`src/rtl/alu8_pkg.sv`:
```
// Shared definitions for the 8-bit registered ALU: data width and opcode enum.
// Optional feature macro used by this slice: ALU8_MUL_EN (enables OP_MUL).
package alu8_pkg;

    localparam int DATA_W = 8;

    typedef enum logic [3:0] {
        OP_ADD    = 4'd0,
        OP_SUB    = 4'd1,
        OP_INC    = 4'd2,
        OP_DEC    = 4'd3,
        OP_AND    = 4'd4,
        OP_OR     = 4'd5,
        OP_XOR    = 4'd6,
        OP_NOT    = 4'd7,
        OP_SHL    = 4'd8,
        OP_SHR    = 4'd9,
        OP_ROL    = 4'd10,
        OP_ROR    = 4'd11,
        OP_MUL    = 4'd12,
        OP_CMP    = 4'd13,
        OP_MAXMIN = 4'd14,
        OP_PASS   = 4'd15
    } alu8_op_e;

endpackage : alu8_pkg

```
`src/rtl/alu8_comb.sv`:
```
// Combinational core of the 8-bit ALU: computes the next values of out1,
// out2 and cout from the current operands and opcode.
// Feature macro: ALU8_MUL_EN -- when defined, OP_MUL is an 8x8 unsigned
// multiply; when undefined no multiplier exists and OP_MUL returns zeros.
module alu8_comb
    import alu8_pkg::*;
(
    input  logic [DATA_W-1:0] i_a,
    input  logic [DATA_W-1:0] i_b,
    input  logic              i_cin,
    input  logic              i_bin,
    input  logic [3:0]        i_sel,
    output logic [DATA_W-1:0] o_next_out1,
    output logic [DATA_W-1:0] o_next_out2,
    output logic              o_next_cout
);

    alu8_op_e          w_op;
    logic [DATA_W:0]   w_sum;
    logic [DATA_W:0]   w_diff;
    logic [DATA_W-1:0] w_cmp_diff;

    assign w_op = alu8_op_e'(i_sel);

    // The 9-bit sum/difference carry the carry-out and borrow-out in bit 8;
    // a negative a-b-bin wraps to 256..511, so bit 8 is exactly the borrow.
    assign w_sum      = {1'b0, i_a} + {1'b0, i_b} + {{DATA_W{1'b0}}, i_cin};
    assign w_diff     = {1'b0, i_a} - {1'b0, i_b} - {{DATA_W{1'b0}}, i_bin};
    assign w_cmp_diff = i_a - i_b;

`ifdef ALU8_MUL_EN
    logic [2*DATA_W-1:0] w_prod;
    assign w_prod = {{DATA_W{1'b0}}, i_a} * {{DATA_W{1'b0}}, i_b};
`endif

    // Opcode decode: select the result for the current operation.
    always_comb begin
        // NOTE: every output gets a default before the case so that no path
        // leaves it unassigned; otherwise synthesis infers a latch.
        o_next_out1 = '0;
        o_next_out2 = '0;
        o_next_cout = 1'b0;
        case (w_op)
            OP_ADD: begin
                o_next_out1 = w_sum[DATA_W-1:0];
                o_next_cout = w_sum[DATA_W];
            end
            OP_SUB: begin
                o_next_out1 = w_diff[DATA_W-1:0];
                o_next_cout = w_diff[DATA_W];
            end
            OP_INC: begin
                o_next_out1 = i_a + 8'd1;
                o_next_cout = (i_a == 8'hFF);
            end
            OP_DEC: begin
                o_next_out1 = i_a - 8'd1;
                o_next_cout = (i_a == 8'h00);
            end
            OP_AND: o_next_out1 = i_a & i_b;
            OP_OR:  o_next_out1 = i_a | i_b;
            OP_XOR: o_next_out1 = i_a ^ i_b;
            OP_NOT: begin
                o_next_out1 = ~i_a;
                o_next_out2 = ~i_b;
            end
            OP_SHL: begin
                o_next_out1 = {i_a[6:0], 1'b0};
                o_next_cout = i_a[7];
            end
            OP_SHR: begin
                o_next_out1 = {1'b0, i_a[7:1]};
                o_next_cout = i_a[0];
            end
            OP_ROL: begin
                o_next_out1 = {i_a[6:0], i_a[7]};
                o_next_cout = i_a[7];
            end
            OP_ROR: begin
                o_next_out1 = {i_a[0], i_a[7:1]};
                o_next_cout = i_a[0];
            end
            OP_MUL: begin
`ifdef ALU8_MUL_EN
                o_next_out1 = w_prod[DATA_W-1:0];
                o_next_out2 = w_prod[2*DATA_W-1:DATA_W];
                o_next_cout = |w_prod[2*DATA_W-1:DATA_W];
`else
                // Multiplier not built: result stays at the all-zero default.
                o_next_out1 = '0;
`endif
            end
            OP_CMP: begin
                o_next_out1 = {5'b0, (i_a > i_b), (i_a == i_b), (i_a < i_b)};
                o_next_out2 = w_cmp_diff;
                o_next_cout = (i_a < i_b);
            end
            OP_MAXMIN: begin
                o_next_out1 = (i_a > i_b) ? i_a : i_b;
                o_next_out2 = (i_a > i_b) ? i_b : i_a;
                o_next_cout = (i_a != i_b);
            end
            OP_PASS: begin
                o_next_out1 = i_a;
                o_next_out2 = i_b;
            end
            default: ;
        endcase
    end

endmodule : alu8_comb

```
`src/rtl/alu8_unit.sv`:
```
// Registered 8-bit ALU execute stage: alu8_comb followed by output registers
// with asynchronous active-low reset. Latency is one cycle, no enable.
// Feature macro: ALU8_MUL_EN (passed through to alu8_comb for OP_MUL).
module alu8_unit
    import alu8_pkg::*;
(
    input  logic              clk,
    input  logic              rst_n,
    input  logic [DATA_W-1:0] a,
    input  logic [DATA_W-1:0] b,
    input  logic              cin,
    input  logic              bin,
    input  logic [3:0]        sel,
    output logic [DATA_W-1:0] out1,
    output logic [DATA_W-1:0] out2,
    output logic              cout
);

    logic [DATA_W-1:0] w_next_out1;
    logic [DATA_W-1:0] w_next_out2;
    logic              w_next_cout;

    logic [DATA_W-1:0] r_out1;
    logic [DATA_W-1:0] r_out2;
    logic              r_cout;

    alu8_comb u_comb (
        .i_a         (a),
        .i_b         (b),
        .i_cin       (cin),
        .i_bin       (bin),
        .i_sel       (sel),
        .o_next_out1 (w_next_out1),
        .o_next_out2 (w_next_out2),
        .o_next_cout (w_next_cout)
    );

    // Output registers: load a fresh result every cycle, cleared by reset.
    always_ff @(posedge clk or negedge rst_n) begin
        // NOTE: state is updated with non-blocking assignments so every
        // register samples pre-edge values, independent of statement order.
        if (!rst_n) begin
            r_out1 <= '0;
            r_out2 <= '0;
            r_cout <= 1'b0;
        end else begin
            r_out1 <= w_next_out1;
            r_out2 <= w_next_out2;
            r_cout <= w_next_cout;
        end
    end

    assign out1 = r_out1;
    assign out2 = r_out2;
    assign cout = r_cout;

endmodule : alu8_unit

```
`config.mk`:
```
export PLATFORM = sky130hd
export DESIGN_NAME = alu8_unit
export DESIGN_NICKNAME = d
export VERILOG_FILES = /design/src/rtl/alu8_pkg.sv /design/src/rtl/alu8_comb.sv /design/src/rtl/alu8_unit.sv
export SDC_FILE = /design/constraint.sdc
export NUM_CORES = 1
export LEC_CHECK = 0
export CAP_MARGIN = 20
export CORE_ASPECT_RATIO = 1.2
export CORE_MARGIN = 3
export CORE_UTILIZATION = 55
export CTS_CLUSTER_DIAMETER = 60
export CTS_CLUSTER_SIZE = 12
export DETAILED_ROUTE_END_ITERATION = 10
export PLACE_DENSITY = 0.86
export SYNTH_ARGS = -nofsm -noshare
export SYNTH_HDL_FRONTEND = slang
export SYNTH_SLANG_ARGS = --single-unit
export TNS_END_PERCENT = 100
```
`constraint.sdc`:
```
create_clock -name clk -period 0.8 [get_ports clk]
set_input_delay 0.2 -clock clk [delete_from_list [all_inputs] [get_ports clk]]
set_output_delay 0.2 -clock clk [all_outputs]
set_load 0.02 [all_outputs]
```
==> results.ini, run 1 <==
[status]
status = aborted with a tool error
stop_stage = 4_1_cts
firstError = [ERROR DPL-0033] detailed placement checks failed during check placement.

[yosys]
synth_top_area_share_pct = 17.1
netlist_area_mm2 = 0.00322
syn_inst = 426
synth_flop_cell = dfrtp_1
synth_top_family_by_area = compound AO/OA/AOI/OAI gates
yosys.area_share.simple_pct = 19.8
synth_edf_count = 0
ys_ff_latch = 17
synth.area.mux_share_pct = 4.04
async_reset_ff_share_pct = 100
synthAdderAreaFrac_pct = 20.8
ys_seq_area_share_pct = 13.2
yosysUniqueCellTypes = 56
yosys.area.top_type = ha_1
synth_compound_area_share_pct = 27.0
synth-xor-area-share_pct = 6.80
syn_area_per_cell_um2 = 7.55
synthTopCellsByArea = ha_1 17%, dfrtp_1 13%, xnor2_1 5.2%
ys_warn_count = 0
syn_nets = 500

[clock_network]
ctsHoldBuffers = 0
post_cts_resized = 265
clock_sinks = 17
ctsHtreeMaxLevel = 1
clockBufferDepth = 2
cts_made_buffers = 3
cts-root-buf = clkbuf_8
cts_setup_buffers = 30

[die]
dieWidth_um = 75.8
floorplan.initialDensity_pct = 58.7
fp-row-count = 29
die_y_um = 89.8
io_pins = 41

[placement]
dp.cells = 646
portBuffers = 40
gp_congestion = 1.07
dp_hpwl_mm = 10.7

cell families after synthesis:
family          after synthesis
fa+ha+maj                    50
compound gates              127
flops                        17
mux                          13
xor+xnor                     25
buf+inv                      65
simple gates                129
Yosys cell counts (6+ instances only):
cell	number
ha_1	44
inv_1	38
nor2_1	37
nand2_1	32
a21oi_1	30
clkbuf_1	20
o21ai_0	20
xnor2_1	19
dfrtp_1	17
mux2i_1	13
nor4_1	11
nor3_1	10
nor2b_1	9
a211oi_1	8
nand2b_1	8
a221oi_1	7
o22ai_1	7
fa_1	6
nand3_1	6
xor2_1	6
per-stage QoR:
step	setup slack, ns	utilization [%]	hold slack, ns	instance area (µm²)
floorplan	-1.52	-	-0.0956	3390
global placement	-2.08	86.1	0.553	4720
detailed placement	-2.23	86.1	0.548	4720
==> inputs of run 2 (changes only) <==
--- a/config.mk
+++ b/config.mk
@@ -6,13 +6,10 @@
 export NUM_CORES = 1
 export LEC_CHECK = 0
 export CAP_MARGIN = 20
-export CORE_ASPECT_RATIO = 1.2
 export CORE_MARGIN = 3
-export CORE_UTILIZATION = 55
-export CTS_CLUSTER_DIAMETER = 60
-export CTS_CLUSTER_SIZE = 12
+export CORE_UTILIZATION = 40
 export DETAILED_ROUTE_END_ITERATION = 10
-export PLACE_DENSITY = 0.86
+export PLACE_DENSITY_LB_ADDON = 0.15
 export SYNTH_ARGS = -nofsm -noshare
 export SYNTH_HDL_FRONTEND = slang
 export SYNTH_SLANG_ARGS = --single-unit
==> run 2 against run 1 <==
  * The flow now finishes, with violations (setup timing)
  * Area after synthesis is the same
  * Synthesized cell count unchanged
==> results.ini, run 2 <==
[routing]
firstDrtPassIters = 5
drc = 0
via_per_inst = 5.72
drt-initial-drc-count = 326
vias = 4030
wl_per_cell_um = 19.6
totalWireLength_mm = 13.8
final_antenna_net_count = 0

[power_and_ir_drop]
vdd_drop_max_uv = 690
total_power_mw = 5.68
power_frac_clock_pct = 12.0
power.density_mw_per_mm2 = 1010
pwr-share-seq_pct = 17.6
combPwrFrac_pct = 70.4
internal_power_mw = 3.32
p_switching_mw = 2.36
p_leak_nw = 2.50
sw_frac_of_total_pct = 41.6

[sta]
setup-tns-final_ns = -23.80
fin_crit_sh_pct = 271
rsz0062_at_grt = yes
fmax_mhz = 462
finalSetupViolCount = 34
hold-worst-slack_ns = 0.273
hold_violations = 0
worstMarginPinSlew_ns = 0.651
setup_slack_ns = -1.37
slew_headroom_pct = 56.2
period_needed_ns = 2.17
drv_slew = 0

[critical_path]
critPathRequiredTime_ns = 0.94
startpoint_type = input pin
worst_ep_arrival_time_ns = 2.31
critPathMaxFanout = 3
crit_type = input pin to flip-flop
end_kind = flip-flop

[clock_network]
cts_made_buffers = 3
clockBufferDepth = 2
ctsHtreeMaxLevel = 1
cts_tree = built
clock_sinks = 17
cts.clk_slew.worst_paths_ns = 0.08
cts-root-buf = clkbuf_8

[yosys]
syn_area_per_cell_um2 = 7.55
synthTopCellsByArea = ha_1 17%, dfrtp_1 13%, xnor2_1 5.2%
synthAdderAreaFrac_pct = 20.8
synth_edf_count = 0
async_reset_ff_share_pct = 100
synthTopCellsByCount = 44 x ha_1, 38 x inv_1, 37 x nor2_1
synth_flop_cell = dfrtp_1
synth_top_area_share_pct = 17.1
yosys.area.top_type = ha_1
synth_top_family_by_area = compound AO/OA/AOI/OAI gates
synth-xor-area-share_pct = 6.80
ys_warn_count = 0
netlist_area_mm2 = 0.00322
ys_seq_area_share_pct = 13.2
yosys.area_share.simple_pct = 19.8
yosysUniqueCellTypes = 56
syn_nets = 500
synth.area.mux_share_pct = 4.04
syn_inst = 426
synth_compound_area_share_pct = 27.0
yosysMostFrequentCell = ha_1
ys_ff_latch = 17

[grt]
grt_max_degree = 41
track_usage_pct = 30.7
grt_pass1_vias = 4081
overflow = 0
grt_pass1_wl_mm = 21.6
antenna_found_initial = 0

[die]
die_y_um = 95.7
dieArea_mm2 = 0.00916
io_pins = 41
fp-row-count = 32
core_area_mm2 = 0.00777
dieWidth_um = 95.7
floorplan.initialDensity_pct = 41.4

[layout]
fin_nets = 677
syn_to_final_growth_pct = 75.2
drive_gt1_share_pct = 50.3
final_cells = 704
final_cell_mix = 137 x buf_4, 39 x buf_6, 32 x nor2_1
fin_util_pct = 72.6
mostFrequentLayoutCell = buf_4
num_antenna_cells = 0
design_area_mm2 = 0.00564

[placement]
dp_slack_ns = -2.22
placed_area_mm2 = 0.00475
portBuffers = 40
dp_hpwl_mm = 10.2
gp_congestion = 0.962
dp.cells = 671

[worst_hold_path]
min_path_type = input pin to asynchronous set/reset pin

[status]
violations = setup timing
status = finished, violations left

[flow_run]
maxCapViolCount = 0

-- run 2: timing repair --
item,in CTS,in global routing
endpoints found under the setup margin,34,34
pin swaps,68,33
hold buffers,0,0
gates cloned,1,0
setup buffers,24,5
gates resized for setup,279,33
-- run 2: routing by layer --
layer | vias to the layer above | track usage (%) | part of all wire [%] | wire [µm]
met1 | 1914 | 41.5 | 43 | 5950
met4 | 0 | 12.2 | 3.4 | 473
met5 | - | 0 | 0 | 0
met3 | 37 | 3.99 | 7.6 | 1060
li1 | 1894 | - | - | -
met2 | 185 | 49.2 | 46 | 6340
-- run 2: final timing paths --
path / cells after the start / slack, ns / to / startpoint
worst max-delay path: 12 / -1.37 / out1[7] / b[4]
worst min-delay path: 2 / 0.27 / out1[3] / rst_n
max in group asynchronous: 2 / 0.40 / out2[3] / rst_n
min in group clk: 4 / 0.36 / out2[6] / b[6]
-- run 2: cell families after synthesis --
| family | after synthesis |
|---|---|
| muxes | 13 |
| DFF | 17 |
| xor gates and xnor gates | 25 |
| adders and majority gates | 50 |
| AOI/OAI and AO/OA | 127 |
| buffers and inverters | 65 |
| and+or+nand+nor | 129 |
-- run 2: worst max-delay path, cell delays in order --
cell	delay (ns)
buf_8	0.11
inv_8	0.05
ha_4	0.19
or4_4	0.57
a211oi_4	0.26
buf_6	0.16
o31ai_4	0.06
buf_4	0.16
mux2i_4	0.18
nor4_1	0.17
buf_4	0.16
nor3_2	0.03
-- run 2: area by class of cell --
cell class | count | area, µm²
clock buffer | 3 | 41.3
clock inverter | 1 | 5.00
fill | 567 | 2130
inverter | 38 | 166
multi-input combinational | 345 | 3200
sequential | 17 | 425
tap | 102 | 128
timing repair buffer | 198 | 1680
-- run 2: power by group through the flow --
stage	clock network (mW)	logic, mW	registers (mW)
global placement	0	3.12	0.999
floorplan	0	1.60	1.12
detailed placement	0	3.16	0.998
finish	0.683	4.00	1.00
global route	0.717	4.25	1.01
CTS	0.678	3.79	1.00
Power figures use the tool's default switching activity.
==> inputs of run 3 (changes only) <==
--- a/config.mk
+++ b/config.mk
@@ -9,7 +9,7 @@
 export CORE_MARGIN = 3
 export CORE_UTILIZATION = 40
 export DETAILED_ROUTE_END_ITERATION = 10
-export PLACE_DENSITY_LB_ADDON = 0.15
+export SLEW_MARGIN = 40
 export SYNTH_ARGS = -nofsm -noshare
 export SYNTH_HDL_FRONTEND = slang
 export SYNTH_SLANG_ARGS = --single-unit
==> run 3 against run 2 <==
  * The run still ends with setup timing left
  * Non-clock buffer count fell by 4
  * Critical path depth shrank 2
  * Via count up 3.0%
  * Setup slack got worse by 0.025 ns
  * Wire length is 1.5% lower
  * Combinational power hardly changed
  * Count of clock-buffer cells in the layout increased by 1
==> results.ini, run 3 (synthesis gave the netlist of run 2 again) <==
[placement]
portBuffers = 40
dp_hpwl_mm = 9.62
dp_slack_ns = -2.28
placed_area_mm2 = 0.00471
dp.cells = 665
gp_congestion = 0.943

[critical_path]
critPathRequiredTime_ns = 0.94
cp_slowest_cell = fa_2
crit_chain = buf_8 > buf_6 > fa_2 > ha_4 > o21ai_4 > a2111oi_4 > o21ai_1 > nor3b_2 > nor4_2 > nor3_2
slowest_delay_ns = 0.60
crit_type = input pin to flip-flop
worst_ep_arrival_time_ns = 2.33
critPathMaxFanout = 2
critPathTopFamily = adder cells
startpoint_type = input pin
cp.buffers_inverters = 2
end_kind = flip-flop

[die]
dieWidth_um = 95.7
die_y_um = 95.7
fp-row-count = 32
dieArea_mm2 = 0.00916
core_area_mm2 = 0.00777
floorplan.initialDensity_pct = 41.4
io_pins = 41

[routing]
firstDrtPassIters = 5
wl_per_cell_um = 19.5
drc = 0
via_per_inst = 5.93
drt-initial-drc-count = 457
totalWireLength_mm = 13.6
vias = 4150
final_antenna_net_count = 0

[sta]
worstMarginPinSlew_ns = 0.582
slew_headroom_pct = 60.8
finalSetupViolCount = 34
fmax_mhz = 456
drv_slew = 0
hold_violations = 0
fin_crit_sh_pct = 274
period_needed_ns = 2.19
setup_slack_ns = -1.39
rsz0062_at_grt = yes

[grt]
antenna_found_initial = 0
grt_pass1_wl_mm = 21.1
grt.met1_usage_pct = 39.9
grt_max_degree = 41
track_usage_pct = 29.9
busiest_layer = met2
use_met2_pct = 51.3
use_met3_pct = 1.64
grt_pass1_vias = 4057
overflow = 0

[layout]
multi_input_area_mm2 = 0.00319
drive_gt1_share_pct = 50.0
final_cell_mix = 135 x buf_4, 36 x buf_6, 31 x nor2_1
design_area_mm2 = 0.00561
syn_to_final_growth_pct = 74.3
nFillCells = 579
mostFrequentLayoutCell = buf_4
fin_util_pct = 72.2
regArea_um2 = 425
num_antenna_cells = 0
final_cells = 700
fin_nets = 673

[power_and_ir_drop]
sw_frac_of_total_pct = 41.5
p_leak_nw = 2.51
vdd_drop_max_uv = 525
pwr-share-seq_pct = 17.5
combPwrFrac_pct = 71.0
p_switching_mw = 2.36
power.density_mw_per_mm2 = 1010
total_power_mw = 5.68
power_frac_clock_pct = 11.5
internal_power_mw = 3.32

[status]
status = finished, violations left
violations = setup timing

[clock_network]
cts.clk_slew.worst_paths_ns = 0.06
ctsHtreeMaxLevel = 1
cts_tree = built
cts_made_buffers = 3
ctsHoldBuffers = 0
clockBufferDepth = 2
clock_sinks = 17
cts-root-buf = clkbuf_8

[flow_run]
maxCapViolCount = 0

[worst_hold_path]
min_path_type = input pin to asynchronous set/reset pin

[run 3: layer usage]
| metal | vias to the layer above | part of all wire (%) |
|---|---|---|
| li1 | 1894 | - |
| met1 | 1976 | 41 |
| met2 | 231 | 47 |
| met3 | 49 | 8.3 |
| met4 | 0 | 3.6 |
| met5 | - | 0 |
[run 3: final cells by class]
| class | instances | share of cell area (%) |
|---|---|---|
| Inverter | 38 | 3.01 |
| Sequential cell | 17 | 7.59 |
| Multi-Input combinational cell | 345 | 56.9 |
| Clock buffer | 4 | 0.803 |
| Timing Repair Buffer | 194 | 29.4 |
| Tap cell | 102 | 2.28 |
[run 3: path summary, 6_finish.rpt]
kind / startpoint / end / slack (ns) / cells past startpoint
worst max-delay path: a[0] / out1[7] / -1.39 / 10
worst min-delay path: rst_n / out2[4] / 0.28 / 2
max in group asynchronous: rst_n / out1[3] / 0.40 / 2
min in group clk: b[4] / out2[4] / 0.31 / 4
[run 3: timing repair]
| item | in CTS | in global routing |
|---|---|---|
| setup buffers | 21 | 11 |
| pin swaps | 65 | 39 |
| resized for setup | 278 | 34 |
| setup endpoints to repair | 34 | 34 |
| cloned | 1 | 0 |
[run 3: metrics by stage]
step / hold WS [ns] / setup TNS, ns
2_1_floorplan: -0.0956 / -24.38
3_3_place_gp: 0.553 / -39.78
3_5_place_dp: 0.546 / -41.04
4_1_cts: 0.286 / -23.65
5_1_grt: 0.293 / -25.66
6_report: 0.279 / -24.54
[run 3: power groups by stage]
stage | Clock [mW] | Sequential, mW | Combinational, mW
6_report | 0.651 | 0.995 | 4.03
5_1_grt | 0.685 | 1.00 | 4.27
4_1_cts | 0.653 | 0.996 | 3.74
3_5_place_dp | 0 | 0.991 | 3.10
3_3_place_gp | 0 | 0.993 | 3.05
2_1_floorplan | 0 | 1.12 | 1.60
==> inputs of run 4 (changes only) <==
--- a/config.mk
+++ b/config.mk
@@ -7,8 +7,9 @@
 export LEC_CHECK = 0
 export CAP_MARGIN = 20
 export CORE_MARGIN = 3
-export CORE_UTILIZATION = 40
+export CORE_UTILIZATION = 60
 export DETAILED_ROUTE_END_ITERATION = 10
+export PLACE_DENSITY = 0.86
 export SLEW_MARGIN = 40
 export SYNTH_ARGS = -nofsm -noshare
 export SYNTH_HDL_FRONTEND = slang
==> run 4 against run 3 <==
  * The run now fails in 4_1_cts
  * Area after synthesis stayed put
  * Synthesized cell count unchanged
==> results.ini, run 4 <==
[yosys]
netlist_area_mm2 = 0.00322
ys_ff_latch = 17
syn_nets = 500
yosys.area.top_type = ha_1
synth_top_area_share_pct = 17.1
yosysUniqueCellTypes = 56
synthTopCellsByCount = 44 x ha_1, 38 x inv_1, 37 x nor2_1
syn_area_per_cell_um2 = 7.55
yosysMostFrequentCell = ha_1
ys_warn_count = 0
ys_seq_area_share_pct = 13.2
synth_edf_count = 0
syn_inst = 426
async_reset_ff_share_pct = 100
synthTopCellsByArea = ha_1 17%, dfrtp_1 13%, xnor2_1 5.2%
synth_flop_cell = dfrtp_1

[clock_network]
cts_made_buffers = 3
post_cts_resized = 312
ctsHoldBuffers = 0
clockBufferDepth = 2
cts_setup_buffers = 25
clock_sinks = 17
ctsHtreeMaxLevel = 1
cts-root-buf = clkbuf_8

[placement]
portBuffers = 40
gp_congestion = 1.07
dp_hpwl_mm = 11.0

[die]
dieWidth_um = 79.2
floorplan.initialDensity_pct = 62.6
io_pins = 41
fp-row-count = 26
die_y_um = 79.2

[status]
firstError = [ERROR DPL-0038] Utilization greater than 100%, impossible to legalize
stop_stage = 4_1_cts
status = aborted with a tool error

## run 4: cell counts after synthesis
Identical to the previous run, type by type.
## run 4: metrics by stage
stage	area (µm²)	cells	worst slack [ns]	hold WS (ns)	setup TNS, ns
2_1_floorplan	3390	426	-1.52	-0.0956	-24.38
3_3_place_gp	4640	629	-2.12	0.555	-38.68
3_5_place_dp	4640	629	-2.20	0.552	-41.41
## run 4: logic make-up after synthesis
kind of cell	Yosys count	share of synthesized area [%]
DFF	17	13.2
buffers and inverters	65	8.28
muxes	13	4.04
adders and majority gates	50	20.8
xor gates and xnor gates	25	6.80
and+or+nand+nor	129	19.8
AOI/OAI and AO/OA	127	27.0
